`src/rtl/tcp_net_pkg.sv`:
```
// Shared types and constants for the TCP network channel model.
//   snd_state_t : delivery FSM states
//   DROP_SAT    : saturation value of the drop counter
package tcp_net_pkg;

  typedef enum logic [0:0] {
    SND_IDLE  = 1'b0,
    SND_WRITE = 1'b1
  } snd_state_t;

  localparam logic [7:0] DROP_SAT = 8'hFF;

endpackage

```
`src/rtl/net_slot_pick.sv`:
```
// Lowest-set-bit priority encoder over the packet slot vector.
//   req   : one request bit per slot
//   found : at least one request bit set
//   idx   : index of the lowest set bit (0 when none)
module net_slot_pick #(
  parameter int DEPTH = 8,
  parameter int AW    = 3
) (
  input  logic [DEPTH-1:0] req,
  output logic             found,
  output logic [AW-1:0]    idx
);

  always_comb begin
    found = |req;
    idx   = '0;
    // Scan downwards so the lowest set bit is the last one written.
    for (int i = DEPTH - 1; i >= 0; i--) begin
      if (req[i]) idx = AW'(i);
    end
  end

endmodule

```
`src/rtl/tcp_net_channel.sv`:
```
// Lossy, reordering network between sender and receiver protocol engines.
// All nondeterminism enters on oracle inputs.
//   clk, rst            : clock, synchronous active-high reset
//   val, data1, data2   : packet offered by the sender
//   rcv_go, drop        : oracles: sample the offer / discard it
//   acc                 : offer consumed this cycle (combinational)
//   snd_go, out_sel     : oracles: start a delivery / slot to deliver
//   rdy_b               : receiver takes the delivered packet
//   val_b, data1_b/2_b  : delivered packet (registered)
//   count, drops, ovf   : occupancy, saturating drop count, sticky overflow
module tcp_net_channel
  import tcp_net_pkg::*;
#(
  parameter int DW      = 4,
  parameter int DEPTH   = 8,
  parameter int AW      = 3,
  parameter int LOSSY   = 1,
  parameter int REORDER = 1
) (
  input  logic          clk,
  input  logic          rst,
  input  logic          val,
  input  logic [DW-1:0] data1,
  input  logic [DW-1:0] data2,
  input  logic          rcv_go,
  input  logic          drop,
  output logic          acc,
  input  logic          snd_go,
  input  logic [AW-1:0] out_sel,
  input  logic          rdy_b,
  output logic          val_b,
  output logic [DW-1:0] data1_b,
  output logic [DW-1:0] data2_b,
  output logic [AW:0]   count,
  output logic [7:0]    drops,
  output logic          ovf
);

  logic [DEPTH-1:0] valid;
  logic [DW-1:0]    d1 [DEPTH];
  logic [DW-1:0]    d2 [DEPTH];
  logic [AW-1:0]    wr_ptr, rd_ptr, fly_idx;
  snd_state_t       state, state_nx;

  logic          full, do_drop, do_store, slot_ok;
  logic          free_found, vld_found, sel_ok, load, release_slot;
  logic [AW-1:0] free_idx, vld_idx, store_idx, sel_idx;

  net_slot_pick #(.DEPTH(DEPTH), .AW(AW)) u_free_pick (
    .req(~valid), .found(free_found), .idx(free_idx)
  );

  net_slot_pick #(.DEPTH(DEPTH), .AW(AW)) u_valid_pick (
    .req(valid), .found(vld_found), .idx(vld_idx)
  );

  assign full      = (count == (AW+1)'(DEPTH));
  assign acc       = val && rcv_go && !full;
  assign do_drop   = acc && drop && (LOSSY != 0);
  // The in-flight slot stays valid until rdy_b, so the free picker never
  // hands it out; a slot freed this cycle only shows as free next cycle.
  assign slot_ok   = (REORDER != 0) ? free_found : 1'b1;
  assign do_store  = acc && !do_drop && slot_ok;
  assign store_idx = (REORDER != 0) ? free_idx : wr_ptr;

  assign sel_idx = (REORDER != 0) ? (valid[out_sel] ? out_sel : vld_idx) : rd_ptr;
  assign sel_ok  = (REORDER != 0) ? vld_found : (count != '0);

  always_comb begin
    state_nx     = state;
    load         = 1'b0;
    release_slot = 1'b0;
    unique case (state)
      SND_IDLE: begin
        if (snd_go && sel_ok) begin
          load     = 1'b1;
          state_nx = SND_WRITE;
        end
      end
      SND_WRITE: begin
        if (rdy_b) begin
          release_slot = 1'b1;
          state_nx     = SND_IDLE;
        end
      end
      default: state_nx = SND_IDLE;
    endcase
  end

  always_ff @(posedge clk) begin
    if (rst) begin
      state   <= SND_IDLE;
      valid   <= '0;
      wr_ptr  <= '0;
      rd_ptr  <= '0;
      fly_idx <= '0;
      count   <= '0;
      drops   <= '0;
      ovf     <= 1'b0;
      val_b   <= 1'b0;
      data1_b <= '0;
      data2_b <= '0;
    end else begin
      state <= state_nx;

      if (do_store) begin
        valid[store_idx] <= 1'b1;
        wr_ptr           <= wr_ptr + AW'(1);
      end

      if (do_drop && drops != DROP_SAT) drops <= drops + 8'd1;
      if (val && rcv_go && full) ovf <= 1'b1;

      unique case ({do_store, release_slot})
        2'b10:   count <= count + (AW+1)'(1);
        2'b01:   count <= count - (AW+1)'(1);
        default: count <= count;
      endcase

      if (load) begin
        val_b   <= 1'b1;
        fly_idx <= sel_idx;
        data1_b <= d1[sel_idx];
        data2_b <= d2[sel_idx];
      end

      if (release_slot) begin
        valid[fly_idx] <= 1'b0;
        if (REORDER == 0) rd_ptr <= rd_ptr + AW'(1);
        val_b   <= 1'b0;
        data1_b <= '0;
        data2_b <= '0;
      end
    end
  end

  // Payload storage needs no reset: a slot is only read after it is written.
  always_ff @(posedge clk) begin
    if (do_store) begin
      d1[store_idx] <= data1;
      d2[store_idx] <= data2;
    end
  end

endmodule
```
`config.mk`:
```
export PLATFORM = sky130hd
export DESIGN_NAME = tcp_net_channel
export DESIGN_NICKNAME = d
export VERILOG_FILES = /design/src/rtl/tcp_net_pkg.sv /design/src/rtl/net_slot_pick.sv /design/src/rtl/tcp_net_channel.sv
export SDC_FILE = /design/constraint.sdc
export NUM_CORES = 1
export LEC_CHECK = 0
export BUFFER_PORTS_ARGS = -buffer_cell sky130_fd_sc_hd__buf_2
export CAP_MARGIN = 20
export CORE_MARGIN = 4
export CORE_UTILIZATION = 30
export DETAILED_ROUTE_END_ITERATION = 8
export MAX_ROUTING_LAYER = met4
export PLACE_DENSITY = 0.53
export SLEW_MARGIN = 20
export SYNTH_ARGS = -nofsm -noshare
export SYNTH_HDL_FRONTEND = slang
export SYNTH_SLANG_ARGS = --single-unit
```
`constraint.sdc`:
```
create_clock -name clk -period 4.4 [get_ports clk]
set_input_delay 0.22 -clock clk [delete_from_list [all_inputs] [get_ports clk]]
set_output_delay 0.22 -clock clk [all_outputs]
set_load 0.005 [all_outputs]
```
**Yosys cells after proc, flatten, opt, wreduce, memory -nomap -nowiden**

Memories as Yosys holds them, arrays and structs flattened. A register that Yosys moved wholly into a read port is not among the register bits.
Index checks and enable logic that the tools add are counted.

- Add/sub/neg operators: 3
- Magnitude comparators: 5
- Eq/ne operators: 4
- Muxes and demuxes: 35
- Bitwise gates (word level): 5
- Reductions and logical operators: 16

Operators by type and width:

| operator | number |
|---|---|
| 3-bit 2-to-1 mux | 17 |
| 8-bit 2-to-1 mux | 3 |
| 8-bit inverter | 2 |
| 8-bit OR reduction | 2 |
| 3-bit by 4-bit < comparator with 1-bit output (second input constant) | 3 |
| 1-bit logical AND | 10 |
| 1-bit 2-to-1 mux | 10 |
| 8-bit by 1-bit adder with 8-bit output (second input constant) | 1 |
| 8-bit AND | 1 |
| 8-bit inequality test (second input constant) | 1 |
| 8-bit bitwise OR | 1 |
| 4-bit case mux with 2 select lines | 1 |
| 1-bit demux with 3-bit select | 2 |
| 3-bit by 1-bit greater-or-equal comparator with 1-bit output (second input constant) | 2 |
| 4-bit by 1-bit adder with 4-bit output (second input constant) | 1 |
| 4-bit == test (second input constant) | 1 |
| 4-bit by 1-bit subtractor with 4-bit output (second input constant) | 1 |
| 1-bit binary-select mux with 3-bit select | 1 |
| 2-bit by 1-bit == test with 1-bit output (second input constant) | 1 |
| 2-bit == test (second input constant) | 1 |
| 1-bit logical NOT | 2 |
| 1-bit case mux with 2 select lines | 1 |
| 2-bit nonzero test | 1 |
| 2-bit OR reduction | 1 |
| 1-bit inverter | 1 |

- Bits in registers: 26
- Bits in writable memories: 64
- Bits of input ports: 18
- Output and inout port bits: 23
- Logic and storage cells: 77
- Memories kept: 2

Memories:

| name | words | width | rd ports | clocked after memory_dff | wr ports | line | text |
|---|---|---|---|---|---|---|---|
| d1 | 8 | 4 | 1 | 1 | 1 | tcp_net_channel.sv:40 | `logic [DW-1:0] d1 [DEPTH];` |
| d2 | 8 | 4 | 1 | 1 | 1 | tcp_net_channel.sv:41 | `logic [DW-1:0] d2 [DEPTH];` |

**Longest topological paths before layout**

Gate-level depths: netlist of the first run.

- Depth in word-level cells: 18
- Depth in mapped cells: 12
- Depth with buffers taken out: 11

**Modules after synthesis**

Synthesis of the first run repeated with hierarchy kept, for this count alone.

- Cells, all modules: 332
- Area total of the unflattened synthesis: 4271.6 um^2

By module, submodules not included:

| module | instances | cells each | area each (um^2) | seq. area each (um^2) |
|---|---|---|---|---|
| tcp_net_channel | 1 | 306 | 4108.9 | 2602.5 |
| net_slot_pick | 2 | 13 | 81.3 | 0.0 |

**Worst setup path before layout of the first run**

Ideal clock, no wire load.

- Kind: flip-flop to flip-flop
- From: reg valid[3]
- To: reg data2_b[0] (read register of d2)
- Setup time: 120 ps
- Arrival: 2335 ps
- Data required time: 4280 ps
- Path slack: 1945 ps
- Cell stages (with the launch flop): 10
- Buffers on the path: 2
- Period minus slack after synthesis: 2455 ps
- Path through: dfxtp_1 buf_2 mux4_2 nor2b_4 or4b_4 nand2_8 buf_8 mux2i_1 nor2_1 o31a_1

- Longest elaborated chain between the ends: 5
- Elaborated cells between the ends (all ways): 11
- Those cells by class: mux: 9; reduce/logical: 2

RTL lines:

| what | line | text |
|---|---|---|
| from (decl) | tcp_net_channel.sv:39 | `logic [DEPTH-1:0] valid;` |
| from (signal assigned) | tcp_net_channel.sv:93 | `valid <= '0;` |
| from (signal, indexed assignment) | tcp_net_channel.sv:107 | `valid[store_idx] <= 1'b1;` |
| from (signal, indexed assignment) | tcp_net_channel.sv:128 | `valid[fly_idx] <= 1'b0;` |
| 3-bit 2-to-1 mux (4 in series) | net_slot_pick.sv:19 | `if (req[i]) idx = AW'(i);` |
| 3-bit 2-to-1 mux | tcp_net_channel.sv:66 | `assign sel_idx = (REORDER != 0) ? (valid[out_sel] ? out_sel : vld_idx) : rd_ptr;` |
| to (decl) | tcp_net_channel.sv:33 | `output logic [DW-1:0] data2_b,` |

Parallel ways exist; a longest one is shown, timed or not. The select of a mux whose other input is x is not followed.
A chain may end at the register's enable or synchronous reset.

**Worst setup path in the final report of the first run**

- From: reg count[0]
- To: reg count[3]

- Longest elaborated chain between the ends: 9
- Elaborated cells between the ends (all ways): 13
- Those cells by class: add/sub: 2; eq/ne: 3; mux: 1; reduce/logical: 7

RTL lines:

| what | line | text |
|---|---|---|
| from (decl) | tcp_net_channel.sv:34 | `output logic [AW:0] count,` |
| from (signal assigned) | tcp_net_channel.sv:115 | `2'b10: count <= count + (AW+1)'(1);` |
| from (signal assigned) | tcp_net_channel.sv:116 | `2'b01: count <= count - (AW+1)'(1);` |
| from (signal assigned) | tcp_net_channel.sv:117 | `default: count <= count;` |
| 4-bit == test | tcp_net_channel.sv:57 | `assign full = (count == (AW+1)'(DEPTH));` |
| 1-bit logical NOT | tcp_net_channel.sv:58 | `assign acc = val && rcv_go && !full;` |
| 1-bit logical AND | tcp_net_channel.sv:58 |  |
| 1-bit logical AND | tcp_net_channel.sv:59 | `assign do_drop = acc && drop && (LOSSY != 0);` |
| 1-bit logical NOT | tcp_net_channel.sv:63 | `assign do_store = acc && !do_drop && slot_ok;` |
| 1-bit logical AND (2 in series) | tcp_net_channel.sv:63 |  |
| 2-bit by 1-bit == test with 1-bit output or 2-bit == test (tied branches) | tcp_net_channel.sv:114 | `unique case ({do_store, release_slot})` |
| 4-bit case mux with 2 select lines or 2-bit nonzero test (tied branches) | - |  |

Parallel ways exist; a longest one is shown, timed or not.

==> impl.org, run 1 <==
** Outcome
- Status :: finished, final reports clean

** Floorplan
- The die is 126.0 um tall.
- The floorplan has 42 rows.
- Once the floorplan was initialized, standard cells occupied between 30 and 40% of the core.
- The total area inside the core boundary comes to 0.01345 mm2.
- Die area :: about 0.016 mm2
- For this design the top-level I/O count stands at just over 40.
- From left edge to right edge, the die measures around 130 um.

** Drt
- In this run the remaining antenna-violating nets after routing total 0.
- In the routed layout, each cell is associated on average with a via count of around 4.8.
- The routed design has between 9000 and 10,000 um of wire.
- Count of unresolved DRC violations after routing :: 0
- In the final routed layout, each cell accounts on average for 16.32 um.
- Length of the first detailed-routing pass in iterations :: 4
- Number of DRC markers in iteration 0 :: 149
- Detailed-route via count :: 2,679

** Worst setup path
- The critical path in this run is classified as reg2reg.
- Launching point of the worst reg2reg path :: count[0]$_SDFFE_PP0P_
- Critical-path cell list :: nor4b_1 > nor3_1 > nand2_1 > ha_1 > ha_1 > a21o_1 > a21oi_1 > xnor2_1 > or3_1 > a21oi_1
- The largest individual stage delay along the critical path comes from the cell sky130_fd_sc_hd__nor4b_1.
- The worst setup path is captured at a flip-flop.
- In this design, the stage delay of the slowest critical-path cell is roughly 0.74 ns.
- For the worst setup path, the data required time is between 4 and 5 ns.
- Maximum net fanout on the critical path :: 5
- STA classifies the critical path startpoint as a flip-flop.
- CP startpoint :: count[0]$_SDFFE_PP0P_
- Register-to-register path setup slack :: between 1.5 and 2 ns
- Data on the critical path arrives at its endpoint at 3.06 ns.

** Cells and area
- 0 antenna diodes ended up in the layout.
- For this run, the post-layout net count is 400.
- The top cell types in the final layout, fill and taps aside, are sky130_fd_sc_hd__edfxtp_1, sky130_fd_sc_hd__nor2_1, sky130_fd_sc_hd__buf_2.
- Layout cell share with drive strength beyond 1 :: between 10% and 20%
- Non-Filler Cell Area, Final :: roughly 0.0048 mm2
- Most common library cell in the layout ignoring fill and taps :: sky130_fd_sc_hd__edfxtp_1
- Non-filler cells in the finished layout :: approximately 560
- Synth-to-layout area growth :: 15.25%

** Synth
- The synthesized design contains slightly below 100 register bits.
- Instance count of the mapped netlist :: 337
- Averaged over all synthesized cells, the footprint is between 10 and 15 um2.
- Sequential cells were found to cover between 60% and 70% of the synthesized design area.
- Syn Nets :: 360
- The mapped netlist covers approximately 0.0042 mm2.
- Number of different library cells in the post-synthesis netlist :: 45
- Among all flip-flop cells after synthesis, the most frequent one is sky130_fd_sc_hd__edfxtp_1.
- For this run, asynchronously set or reset flops after synthesis account for 0%.
- Number of enable flip-flop cells after synthesis :: 64
- Yosys printed 0 warnings.

** Global routing
- Global-route wire length before repair :: approximately 14,000 um
- Overall fraction of global-route tracks in use :: approximately an eighth
- The number of global-route vias before repair was ~2,600.
- Antenna violations before repair :: 0
- Total congestion overflow :: 0
- Pin count of the biggest net entering global routing :: 33

** STA
- At the pin with the least slew margin, the transition time is a little over 1 ns.
- Max Clk Rate :: 357.7 MHz
- For the finished layout, the period the worst path requires is ~2.8 ns.
- Number of pins exceeding their max-slew limit in the final report :: 0
- The worst path uses 63.54% of the clock period.
- Unrepaired setup endpoints after global routing :: no
- Measured against its own limit, the worst slew margin works out to roughly a third.
- The worst path meets setup with ~1.6 ns of slack.
- Endpoints failing hold :: 0
- Number of setup violations in the final report :: 0
- Clock tree skew after final layout :: around 0.011 ns
- Sum Neg Setup Slack :: 0 ns

** CTS
- In this run the post-CTS setup repair buffer count came out at 0.
- Clk pin slew, worst setup/hold paths :: about 0.070 ns
- Maximum count of clock buffers along a single path :: 2
- Buffers inserted during clock tree synthesis total 9.
- Hold buffer count at CTS :: 0
- TritonCTS built the clock tree.
- At the later pin of the worst-skew pair, clock insertion delay measures 0.34 ns.
- The tree is rooted in a sky130_fd_sc_hd__clkbuf_16.
- Post-CTS repair changed the size of 0 cells.
- In this run the number of H-tree levels came out at 3.
- Clock sink count :: 98

** Power and ir drop
- IR analysis of the VDD net gives a maximum drop of approximately 180 uV.
- Seq pwr share :: a little over half
- Internal power comes to 1.457 mW.
- Combinational cells account for between 3 and 4% of the total power.
- Static Leakage :: between 1.5 and 2 nW
- The analysis attributes to net switching a power of about 380 uW.
- In this run switching power makes up 20.74% of total power.
- Dividing total power by cell area gives a power density of 382.1 mW/mm2.
- Clock power frac :: roughly two fifths

** Placement
- Number of instances in the placed design :: 542
- Dpl hpwl :: between 5000 and 6000 um
- At the end of routability-driven placement, the weighted congestion stood at about 0.8.
- In this run the tool buffered the top-level ports with 40 buffer cells.
- The placed instances occupy a cell area of approximately 0.0045 mm2.
- Before CTS, the worst setup slack after placement is about 1.6 ns.

** Job
- Max cap viols :: 0

** Worst hold path
- Hold Crit Start :: data1[2]
- Path type of the worst min-delay path :: in2reg
[cell families after synthesis]
kind of cell,Yosys count,share of synthesized area [%]
AOI/OAI and AO/OA,60,9.140
xor gates and xnor gates,10,2.098
adders and majority gates,5,1.678
buffers and inverters,23,3.386
DFF,98,62.33
muxes,38,9.440
and+or+nand+nor,103,11.93
[cell type report]
class,instances,area [um2]
Clock buffer,10,229.0
Timing Repair Buffer,43,222.7
Clock inverter,6,66.31
Inverter,9,33.78
Multi-Input combinational cell,216,1438
Tap cell,176,220.2
Sequential cell,98,2603
Fill cell,1367,8641
[stage by stage]
stage / utilization [%] / hold WS (ns) / total power, mW
finish: 35.77 / 0.1583 / 1.839
global route: 35.77 / 0.1600 / 1.914
CTS: 35.77 / 0.1470 / 1.862
detailed placement: 33.58 / 0.4560 / 1.088
global placement: 33.58 / 0.4418 / 1.086
floorplan: - / 0.3189 / 1.053
[state kept, by name (all words and copies together), names as in the netlist]
register,flops
val_b,1
fly_idx,3
drops,8
ovf,1
d1,32
data1_b,4
d2,32
data2_b,4
state,1
count,4
valid,8
[synthesized netlist by cell type, drive strengths merged, types with 2 or more instances]
master | number | area (um2)
o31a | 8 | 70.07
nand3 | 7 | 35.03
nor2 | 44 | 165.2
nand4 | 3 | 18.77
dfxtp | 34 | 680.7
a31oi | 3 | 18.77
a211oi | 4 | 30.03
o21a | 5 | 37.54
buf | 6 | 76.32
inv | 9 | 33.78
xor2 | 6 | 52.55
o22ai | 10 | 62.56
nand2b | 3 | 18.77
o21ai | 12 | 60.05
nor4 | 2 | 12.51
and2 | 3 | 18.77
nor4b | 2 | 17.52
xnor2 | 4 | 35.03
clkbuf | 8 | 31.28
nor3 | 5 | 25.02
mux2i | 36 | 360.4
nand3b | 2 | 15.01
ha | 4 | 50.05
edfxtp | 64 | 1922
a21oi | 14 | 70.07
and3 | 2 | 12.51
nand2 | 24 | 106.4
nor2b | 4 | 32.53
[path summary, 6_finish.rpt]
path / cells after the start / end
setup / recovery: 10 / count[3]$_SDFFE_PP0P_
hold / removal: 1 / d1[7][2]$_DFFE_PP_
hold reg to reg: 2 / val_b$_SDFFE_PP0P_
setup reg to reg: 10 / count[3]$_SDFFE_PP0P_
[routing by layer]
| metal | share of wire [%] | vias to the layer above | GRT usage (%) |
|---|---|---|---|
| met5 | 0 | - | - |
| met4 | 1.0 | 0 | 4.795 |
| met3 | 5.5 | 6 | 3.218 |
| met2 | 47 | 71 | 18.18 |
| met1 | 47 | 1291 | 15.79 |
| li1 | - | 1311 | - |
[critical path: cells and delay by family (launching register included)]
family | cells | cell delay (ns)
adder cells (fa/ha/maj) | 2 | 0.44
AO/OA/AOI/OAI | 3 | 0.50
AND/OR/NAND/NOR | 4 | 1.35
XOR/XNOR | 1 | 0.09
flip-flops | 1 | 0.35
[power by group through the flow]
| stage | Combinational (mW) | Clock (mW) | Sequential [mW] |
|---|---|---|---|
| after global routing | 0.0800 | 0.838 | 0.997 |
| after CTS | 0.0720 | 0.794 | 0.996 |
| after floorplan | 0.0385 | 0 | 1.01 |
| after global placement | 0.0695 | 0 | 1.02 |
| after detailed placement | 0.0717 | 0 | 1.02 |
| final | 0.0705 | 0.772 | 0.996 |
Power figures use the tool's default switching activity.
==> inputs of run 2 (changes only) <==
==> constraint.sdc (replaced) <==
create_clock -name clk -period 2.93 [get_ports clk]
set_input_delay 0.1465 -clock clk [delete_from_list [all_inputs] [get_ports clk]]
set_output_delay 0.1465 -clock clk [all_outputs]
set_load 0.005 [all_outputs]
==> impl.org, run 2 (synthesized netlist as in run 1, its figures left out) <==
** Outcome
- The flow ran to the end, and the final reports show no timing, DRC or antenna violations.

** Global routing
- The initial antenna violation count is 1.
- Global routing finished with a remaining overflow of 0.
- Global routing consumed, on the met3 layer, approximately 3.5% of the routing resources.
- Pin count of the biggest net entering global routing :: 33
- For this run, the total global-route usage over all layers was measured as approximately an eighth.
- Global routing consumed, on the met1 layer, between 15 and 20% of the routing resources.
- Global-route wire length before repair :: between 10,000 and 15,000 um
- The layer flagged by global routing as most heavily used is met2.
- The number of global-route vias before repair is approximately 2,800.
- For this run, global-route usage on met2 was measured as between 10% and 20%.

** CTS
- Clock sink count :: between 90 and 100
- After clock tree synthesis, the flow added hold-fix buffers numbering 0.
- In this run the deepest clock path goes through 2 buffers.
- The root buffer cell chosen for the clock tree is sky130_fd_sc_hd__clkbuf_16.
- In this run, CTS created clock tree buffers numbering 9.
- Clk_lat worst skew :: 0.34 ns
- Clk pin slew, worst setup/hold paths :: 0.06 ns
- Number of H-tree levels :: 3
- The number of setup buffers added after CTS is 0.
- After clock tree synthesis, the repair step resized 0 gates.
- TritonCTS clock tree :: done

** Cells and area
- The finished layout holds around 570 standard cells, fillers aside.
- Cells fill between 30% and 40% of the core in the end.
- Summing all non-filler instances in the final layout gives an area of 0.004912 mm2.
- Relative to the synthesized area, the layout overhead comes to 17.65%.
- The post-route netlist has about a fifth of its cells at a drive strength greater than 1.
- The net count of the finished layout is ~410.
- Biggest regs :: d1 x32, d2 x32
- Commonest cells after routing, fill and taps aside :: sky130_fd_sc_hd__edfxtp_1, sky130_fd_sc_hd__nor2_1, sky130_fd_sc_hd__buf_2
- Leaving out fill and tap cells, the most frequent cell in the layout is sky130_fd_sc_hd__edfxtp_1.

** STA
- Measured against its own limit, the worst slew margin works out to 61.61%.
- Setup violations remaining at the end of the flow were counted as 0.
- Sum Neg Setup Slack :: 0 ns
- Endpoints failing hold :: 0
- Final critical path time including I/O delays and setup :: between 2 and 3 ns
- Clock tree skew after final layout :: slightly below 0.005 ns
- Number of pins exceeding their max-slew limit in the final report :: 0
- Unrepaired setup endpoints after global routing :: no
- Final Cycle Share :: 90.13%
- For the pin with the worst max-slew slack, the measured transition is approximately 0.58 ns.
- Max Clk Rate :: between 300 and 400 MHz

** Worst setup path
- Worst setup path class :: reg2reg
- Crit-path max cell delay :: 0.57 ns
- For the worst setup path, the data required time is approximately 3.2 ns.
- Category of the worst setup path capture point :: flip-flop
- CP startpoint kind :: flip-flop
- Traced cell by cell, the critical path runs through mux4_2 > nor2b_4 > or4b_4 > nand2_8 > mux2i_1 > o21ai_0 > o31a_1.
- The largest individual stage delay along the critical path comes from the cell sky130_fd_sc_hd__or4b_4.
- Data arrives at the worst endpoint at 2.87 ns.
- Along the worst path, the maximum fanout reaches 32.

** Floorplan
- Initial Util :: a little under a third
- For this design the top-level I/O count stands at a little over 40.
- In this run the horizontal extent of the chip is 126.0 um.
- Core footprint :: ~0.013 mm2
- The die is between 100 and 150 um tall.
- Die area :: 0.01587 mm2
- After floorplanning, the core was divided into 42 placement rows.

** Drt
- Drt total wl :: about 9000 um
- Detailed-route via count :: between 2,000 and 3,000
- Length of the first detailed-routing pass in iterations :: 4
- After detailed routing, the number of vias per cell comes to about 4.7.
- For this block, the initial DRC count from the detailed router was 204.
- In this run the remaining antenna-violating nets after routing total 0.
- For this run, design rule violations remaining after detail routing come to 0.
- Post-detailed-route wirelength per cell :: roughly 16 um

** Placement
- Routability Congestion :: 0.8833
- Number of buffer cells added on primary ports :: 40
- After legalization and detailed placement, the total HPWL measured slightly above 6000 um.
- Summing all placed instances gives a cell area of between 0.004 and 0.005 mm2.
- Number of instances in the placed design :: around 560

** Power and ir drop
- In this run the power density over the cells is 563.1 mW/mm2.
- Across the VDD grid, the largest voltage drop is ~300 uV.
- In this run the static leakage power is approximately 1.7 nW.

** Worst hold path
- Path type of the worst min-delay path :: in2reg

** Job
- Max cap viols :: 0
[run 2: per-layer routing]
| metal | routed length, um | part of all wire (%) |
|---|---|---|
| met5 | 0 | 0 |
| met4 | 97 | 1.1 |
| met3 | 449 | 5.0 |
| met2 | 4341 | 48 |
| met1 | 4168 | 46 |
[run 2: final timing paths]
| kind | from | to | slack (ns) | cells past startpoint |
|---|---|---|---|---|
| max | valid[1]$_SDFF_PP0_ | data1_b[1]$_SDFFE_PP0P_ | 0.29 | 7 |
| min | rcv_go | ovf$_SDFFE_PP0P_ | 0.07 | 3 |
| max reg2reg | valid[1]$_SDFF_PP0_ | data1_b[1]$_SDFFE_PP0P_ | 0.29 | 7 |
| min reg2reg | val_b$_SDFFE_PP0P_ | val_b$_SDFFE_PP0P_ | 0.45 | 2 |
[run 2: final cells by class]
class | instances | area, um2
flip-flops and latches | 98 | 2603
fillers | 1362 | 8541
inverters | 9 | 33.78
clock buffers | 10 | 229.0
diodes | 1 | 2.502
well taps | 176 | 220.2
repair buffers | 56 | 320.3
multi-input cells | 216 | 1438
clock inverters | 6 | 66.31
[run 2: stage by stage]
step | power [mW] | setup WS, ns | hold slack [ns]
2_1_floorplan | 1.581 | 0.4750 | 0.2454
3_3_place_gp | 1.635 | 0.3744 | 0.4015
3_5_place_dp | 1.638 | 0.3035 | 0.4102
4_1_cts | 2.801 | 0.2874 | 0.05046
5_1_grt | 2.896 | 0.1708 | 0.06260
6_report | 2.766 | 0.2893 | 0.06614
[run 2: report_power, final]
part	total, mW	switching, mW	internal [mW]
Clock	1.16	0.495	0.666
Combinational	0.111	0.0677	0.0435
Sequential	1.49	0.00972	1.48
[run 2: critical path: cells and delay by family, from the launching register on]
kind | cells | cell delay [ns]
mux | 2 | 0.71
simple gates | 3 | 1.00
compound gates | 2 | 0.40
flops | 1 | 0.39
